File: src/rtl/twos_serial_ctrl.sv
// -----------------------------------------------------------------------------
// twos_serial_ctrl
//   Nibble-serial increment / two's-complement negate engine. A single shared
//   4-bit incrementer slice is reused once per nibble, LSB nibble first. Negate
//   is formed as ~A + 1: the operand is inverted on accept and then fed through
//   the same increment path as a plain increment.
//
//   WIDTH must be a multiple of 4 and at least 8; NIB = WIDTH/4 cycles of work.
//   Accept at edge 0 -> out_valid high after edge NIB.
//
// Ports
//   clk        in   rising-edge clock
//   rst_n      in   asynchronous active-low reset
//   in_valid   in   requester presents an operation
//   in_ready   out  block idle and able to accept
//   op         in   0 = increment (A+1), 1 = negate (~A+1)
//   a          in   operand, sampled on accept
//   out_valid  out  result / cout / ovf valid
//   out_ready  in   consumer takes the result
//   result     out  computed word
//   cout       out  carry out of the final nibble
//   ovf        out  signed overflow
//   busy       out  high whenever not idle
// -----------------------------------------------------------------------------
module twos_serial_ctrl #(
  parameter int WIDTH = 32
) (
  input  logic             clk,
  input  logic             rst_n,
  input  logic             in_valid,
  output logic             in_ready,
  input  logic             op,
  input  logic [WIDTH-1:0] a,
  output logic             out_valid,
  input  logic             out_ready,
  output logic [WIDTH-1:0] result,
  output logic             cout,
  output logic             ovf,
  output logic             busy
);

  localparam int NIB  = WIDTH / 4;
  localparam int IDXW = (NIB > 1) ? $clog2(NIB) : 1;
  localparam logic [IDXW-1:0] LAST_IDX = IDXW'(NIB - 1);

  typedef enum logic [1:0] {
    IDLE = 2'b00,
    RUN  = 2'b01,
    DONE = 2'b10
  } state_t;

  state_t            state_r;
  logic [WIDTH-1:0]  operand_r;
  logic [WIDTH-1:0]  result_r;
  logic [IDXW-1:0]   idx_r;
  logic              carry_r;
  logic              op_r;
  logic              amsb_r;
  logic              cout_r;
  logic              ovf_r;

  logic [3:0]        nib_s;
  logic [4:0]        slice_s;
  logic              ovf_s;

  // Shared 4-bit incrementer slice: {carry, sum} = b + cin.
  function automatic logic [4:0] inc_slice(input logic [3:0] b, input logic cin);
    inc_slice = {1'b0, b} + {4'b0000, cin};
  endfunction

  // Select the current operand nibble, run it through the slice and form the
  // overflow flag from the sign bit the final nibble is about to produce.
  always_comb begin
    nib_s   = operand_r[{idx_r, 2'b00} +: 4];
    slice_s = inc_slice(nib_s, carry_r);
    ovf_s   = (~op_r & ~amsb_r & slice_s[3]) | (op_r & amsb_r & slice_s[3]);
  end

  // Control FSM and datapath registers.
  always_ff @(posedge clk or negedge rst_n) begin
    if (!rst_n) begin
      state_r   <= IDLE;
      operand_r <= {WIDTH{1'b0}};
      result_r  <= {WIDTH{1'b0}};
      idx_r     <= {IDXW{1'b0}};
      carry_r   <= 1'b0;
      op_r      <= 1'b0;
      amsb_r    <= 1'b0;
      cout_r    <= 1'b0;
      ovf_r     <= 1'b0;
    end else begin
      case (state_r)
        IDLE: begin
          if (in_valid) begin
            // Negate is ~A + 1, so invert once here and share the +1 path.
            operand_r <= op ? ~a : a;
            op_r      <= op;
            amsb_r    <= a[WIDTH-1];
            carry_r   <= 1'b1;
            idx_r     <= {IDXW{1'b0}};
            state_r   <= RUN;
          end
        end
        RUN: begin
          result_r[{idx_r, 2'b00} +: 4] <= slice_s[3:0];
          carry_r                       <= slice_s[4];
          if (idx_r == LAST_IDX) begin
            cout_r  <= slice_s[4];
            ovf_r   <= ovf_s;
            idx_r   <= {IDXW{1'b0}};
            state_r <= DONE;
          end else begin
            idx_r   <= idx_r + IDXW'(1);
          end
        end
        DONE: begin
          if (out_ready) begin
            state_r <= IDLE;
          end
        end
        default: begin
          state_r <= IDLE;
        end
      endcase
    end
  end

  // Handshake and status decode straight from the state register.
  always_comb begin
    in_ready  = (state_r == IDLE);
    out_valid = (state_r == DONE);
    busy      = (state_r != IDLE);
    result    = result_r;
    cout      = cout_r;
    ovf       = ovf_r;
  end

endmodule

File: config.mk
export PLATFORM = sky130hd
export DESIGN_NAME = twos_serial_ctrl
export DESIGN_NICKNAME = d
export VERILOG_FILES = /design/src/rtl/twos_serial_ctrl.sv
export SDC_FILE = /design/constraint.sdc
export NUM_CORES = 1
export LEC_CHECK = 0
export CAP_MARGIN = 20
export CORE_UTILIZATION = 40
export CTS_CLUSTER_DIAMETER = 80
export DETAILED_ROUTE_END_ITERATION = 16
export SYNTH_ARGS = -nofsm -noshare
export SYNTH_HDL_FRONTEND = slang
export SYNTH_SLANG_ARGS = --single-unit
File: constraint.sdc
create_clock -name clk -period 2.8 [get_ports clk]
set_input_delay 0.28 -clock clk [delete_from_list [all_inputs] [get_ports clk]]
set_output_delay 0.28 -clock clk [all_outputs]
set_load 0.01 [all_outputs]
==> impl_metrics.env <==
export IMPL_seq_area_frac_synth_pct=51.89
export IMPL_cap_violations=0
export IMPL_numPortBuffers=73
export IMPL_setup_violations_final=0
export IMPL_yosysTopAreaCell="dfrtp_1"
export IMPL_grt_pass1_vias=2501
export IMPL_skew_ns=0.006798
export IMPL_yosysWarnings=0
export IMPL_hold_viol=0
export IMPL_path_class="register to register"
export IMPL_totalPowerFinal_mw=4.822
export IMPL_ant_nets=0
export IMPL_fin_cells=527
export IMPL_die_area_um2=9303
export IMPL_p_leak_nw=1.972
export IMPL_synth_edf_count=0
export IMPL_clock_latency_ns=0.35
export IMPL_fp_dieW_um=96.45
export IMPL_worstHoldPathType="primary input to async pin"
export IMPL_worstPathCellList="mux4_2 -> nand2_1 -> nand2_1 -> ha_1 -> ha_1 -> inv_1 -> a21oi_1 -> nor2b_1 -> o21ai_0"
export IMPL_synth_most_common_cell="nand2_1"
export IMPL_yosys_register_bits=74
export IMPL_crit_arrival_ns=2.81
export IMPL_maxSlewHeadroom_pct=41.28
export IMPL_cts_sink_count=74
export IMPL_synthTopCellsByCount="nand2_1, dfrtp_1, o21ai_0"
export IMPL_post_cts_buffers=0
export IMPL_ir_drop_v=0.0003330
export IMPL_area_delta_synth_final_pct=28.68
export IMPL_grt_max_degree=42
export IMPL_critPathMaxFanout=8
export IMPL_crit_path_end_kind="register"
export IMPL_drtIter0Drc=75
export IMPL_synthArstFlopShare_pct=100.0
export IMPL_postSynthAreaPerCell_um2=10.50
export IMPL_ys_types=38
export IMPL_antenna_found_initial=0
export IMPL_grt_usage_pct=17.85
export IMPL_worst_slew_pin_slew_ns=0.8808
export IMPL_synth_area_leaders="dfrtp_1, nand2_1, xnor2_1, o21ai_0, ha_1"
export IMPL_grt_overflow=0
export IMPL_synth_flop_cell="dfrtp_1"
export IMPL_drt_first_pass_iters=4
export IMPL_synth_area_um2=3568
export IMPL_tns_ns=0
export IMPL_fin_util_pct=52.91
export IMPL_clk_path_buf_depth=2
export IMPL_n_antenna_cell=0
export IMPL_critPathMaxStageDelay_ns=0.58
export IMPL_worstSetupStartpointType="register"
export IMPL_grt_first_pass_wirelength_um=12330
export IMPL_status="completed"
export IMPL_cts_resized_gates=0
export IMPL_coreArea_um2=8678
export IMPL_cts_tree="built"
export IMPL_fin_nets=460
export IMPL_drv_slew=0
export IMPL_drive_gt1_share_pct=9.308
export IMPL_start_util_pct=41.12
export IMPL_clock_fmax_mhz=384.6
export IMPL_cp_required_ns=3.01
export IMPL_cts_made_buffers=9
export IMPL_vias_per_cell=4.930
export IMPL_rsz0062_at_grt="false"
export IMPL_ctsRootBufferMaster="clkbuf_8"
export IMPL_dp_hpwl_um=5688
export IMPL_chipHeight_um=96.45
export IMPL_yosysTopAreaCellShare_pct=51.89
export IMPL_crit_slowest_cell="dfrtp_1"
export IMPL_vias=2598
export IMPL_p_per_area_nw_per_um2=1050
export IMPL_io_pins=74
export IMPL_fin_crit_sh_pct=92.86
export IMPL_gp_congestion=0.7666
export IMPL_fin_crit_ns=2.600
export IMPL_htreeDepth=3
export IMPL_synthCells=340
export IMPL_wl_per_cell_um=14.25
export IMPL_syn_nets=386
export IMPL_wirelength_um=7511
export IMPL_rows=34
export IMPL_clk_pin_slew_ns=0.08
export IMPL_place_inst=510
export IMPL_drcViolationCount=0
==> routing by layer <==
metal / GRT usage, % / up-vias / routed length, um
li1: - / 1306 / -
met1: 23.09 / 1210 / 3475
met2: 29.34 / 71 / 3594
met3: 3.991 / 11 / 336
met4: 6.618 / 0 / 103
met5: 0 / - / 0
==> placed cells by master (no fill, tap or decap), types with 2 or more instances in the layout <==
| master | count |
|---|---|
| buf_2 | 2 |
| xnor2_1 | 32 |
| mux2i_1 | 3 |
| or3_1 | 3 |
| clkbuf_8 | 9 |
| mux2_2 | 5 |
| ha_1 | 9 |
| nor2_1 | 9 |
| nand3_1 | 3 |
| a22o_1 | 7 |
| nor2b_1 | 4 |
| clkdlybuf4s50_1 | 71 |
| o31ai_1 | 8 |
| clkinv_2 | 4 |
| mux4_2 | 4 |
| mux2_1 | 2 |
| mux4_1 | 2 |
| nand2_1 | 79 |
| nor3_1 | 4 |
| o21ai_0 | 50 |
| buf_4 | 6 |
| dfrtp_1 | 74 |
| nand2b_1 | 2 |
| inv_1 | 7 |
==> report_power, final <==
| part | total, mW | switching [mW] | internal (mW) |
|---|---|---|---|
| Combinational | 2.20 | 1.16 | 1.04 |
| Sequential | 1.82 | 0.319 | 1.50 |
| Clock | 0.797 | 0.391 | 0.405 |
==> flip-flops by register name, summed over array words and instances (netlist names) <==
signal and count:
operand_r 32, result 32, idx_r 3, state_r 2, amsb_r 1, carry_r 1
cout 1, op_r 1, ovf 1
==> repair_timing <==
action,CTS,global route
endpoints found under the setup margin,0,0
hold endpoints to repair,21,0
hold buffers,1,0
==> layout make-up <==
cell class	count	area (um2)
Fill cell	862	4086
Multi-Input combinational cell	242	1618
Sequential cell	74	1852
Clock buffer	10	127.6
Inverter	7	26.28
Timing Repair Buffer	80	775.7
Clock inverter	6	57.56
Tap cell	108	135.1
==> path summary, 6_finish.rpt <==
path | startpoint | endpoint | slack [ns] | cells past startpoint
max in group asynchronous | rst_n | operand_r[16] | 1.60 | 3
worst max register to register | idx_r[0] | result[18] | 0.20 | 9
min in group clk | result[12] | result[12] | 0.48 | 2
worst min-delay path | rst_n | result[11] | 0.44 | 2
worst min register to register | result[12] | result[12] | 0.48 | 2
worst max-delay path | idx_r[0] | result[18] | 0.20 | 9
==> worst max-delay path, delay by kind of cell (launching register included) <==
family                     cells  cell delay (ns)
adders and majority gates      2             0.42
muxes                          1             0.55
and+or+nand+nor                3             0.61
AOI/OAI and AO/OA              2             0.24
DFF                            1             0.58
buffers and inverters          1             0.07
==> metrics by stage <==
stage	area, um2	setup WS, ns	hold slack [ns]
after floorplan	3568	0.3166	-0.01559
after global placement	4397	0.2343	0.2858
after detailed placement	4397	0.1645	0.2894
after CTS	4592	0.1569	0.4405
after global routing	4592	0.007839	0.4963
final	4592	0.1999	0.4363
==> cells by family after synthesis <==
group | after synthesis | synth area share (%)
buf+inv | 24 | 2.840
flops | 74 | 51.89
simple gates | 109 | 13.18
mux | 18 | 7.854
compound gates | 72 | 12.20
fa+ha+maj | 9 | 3.156
xor+xnor | 34 | 8.871
No activity file was read; power rests on OpenSTA's default activity.
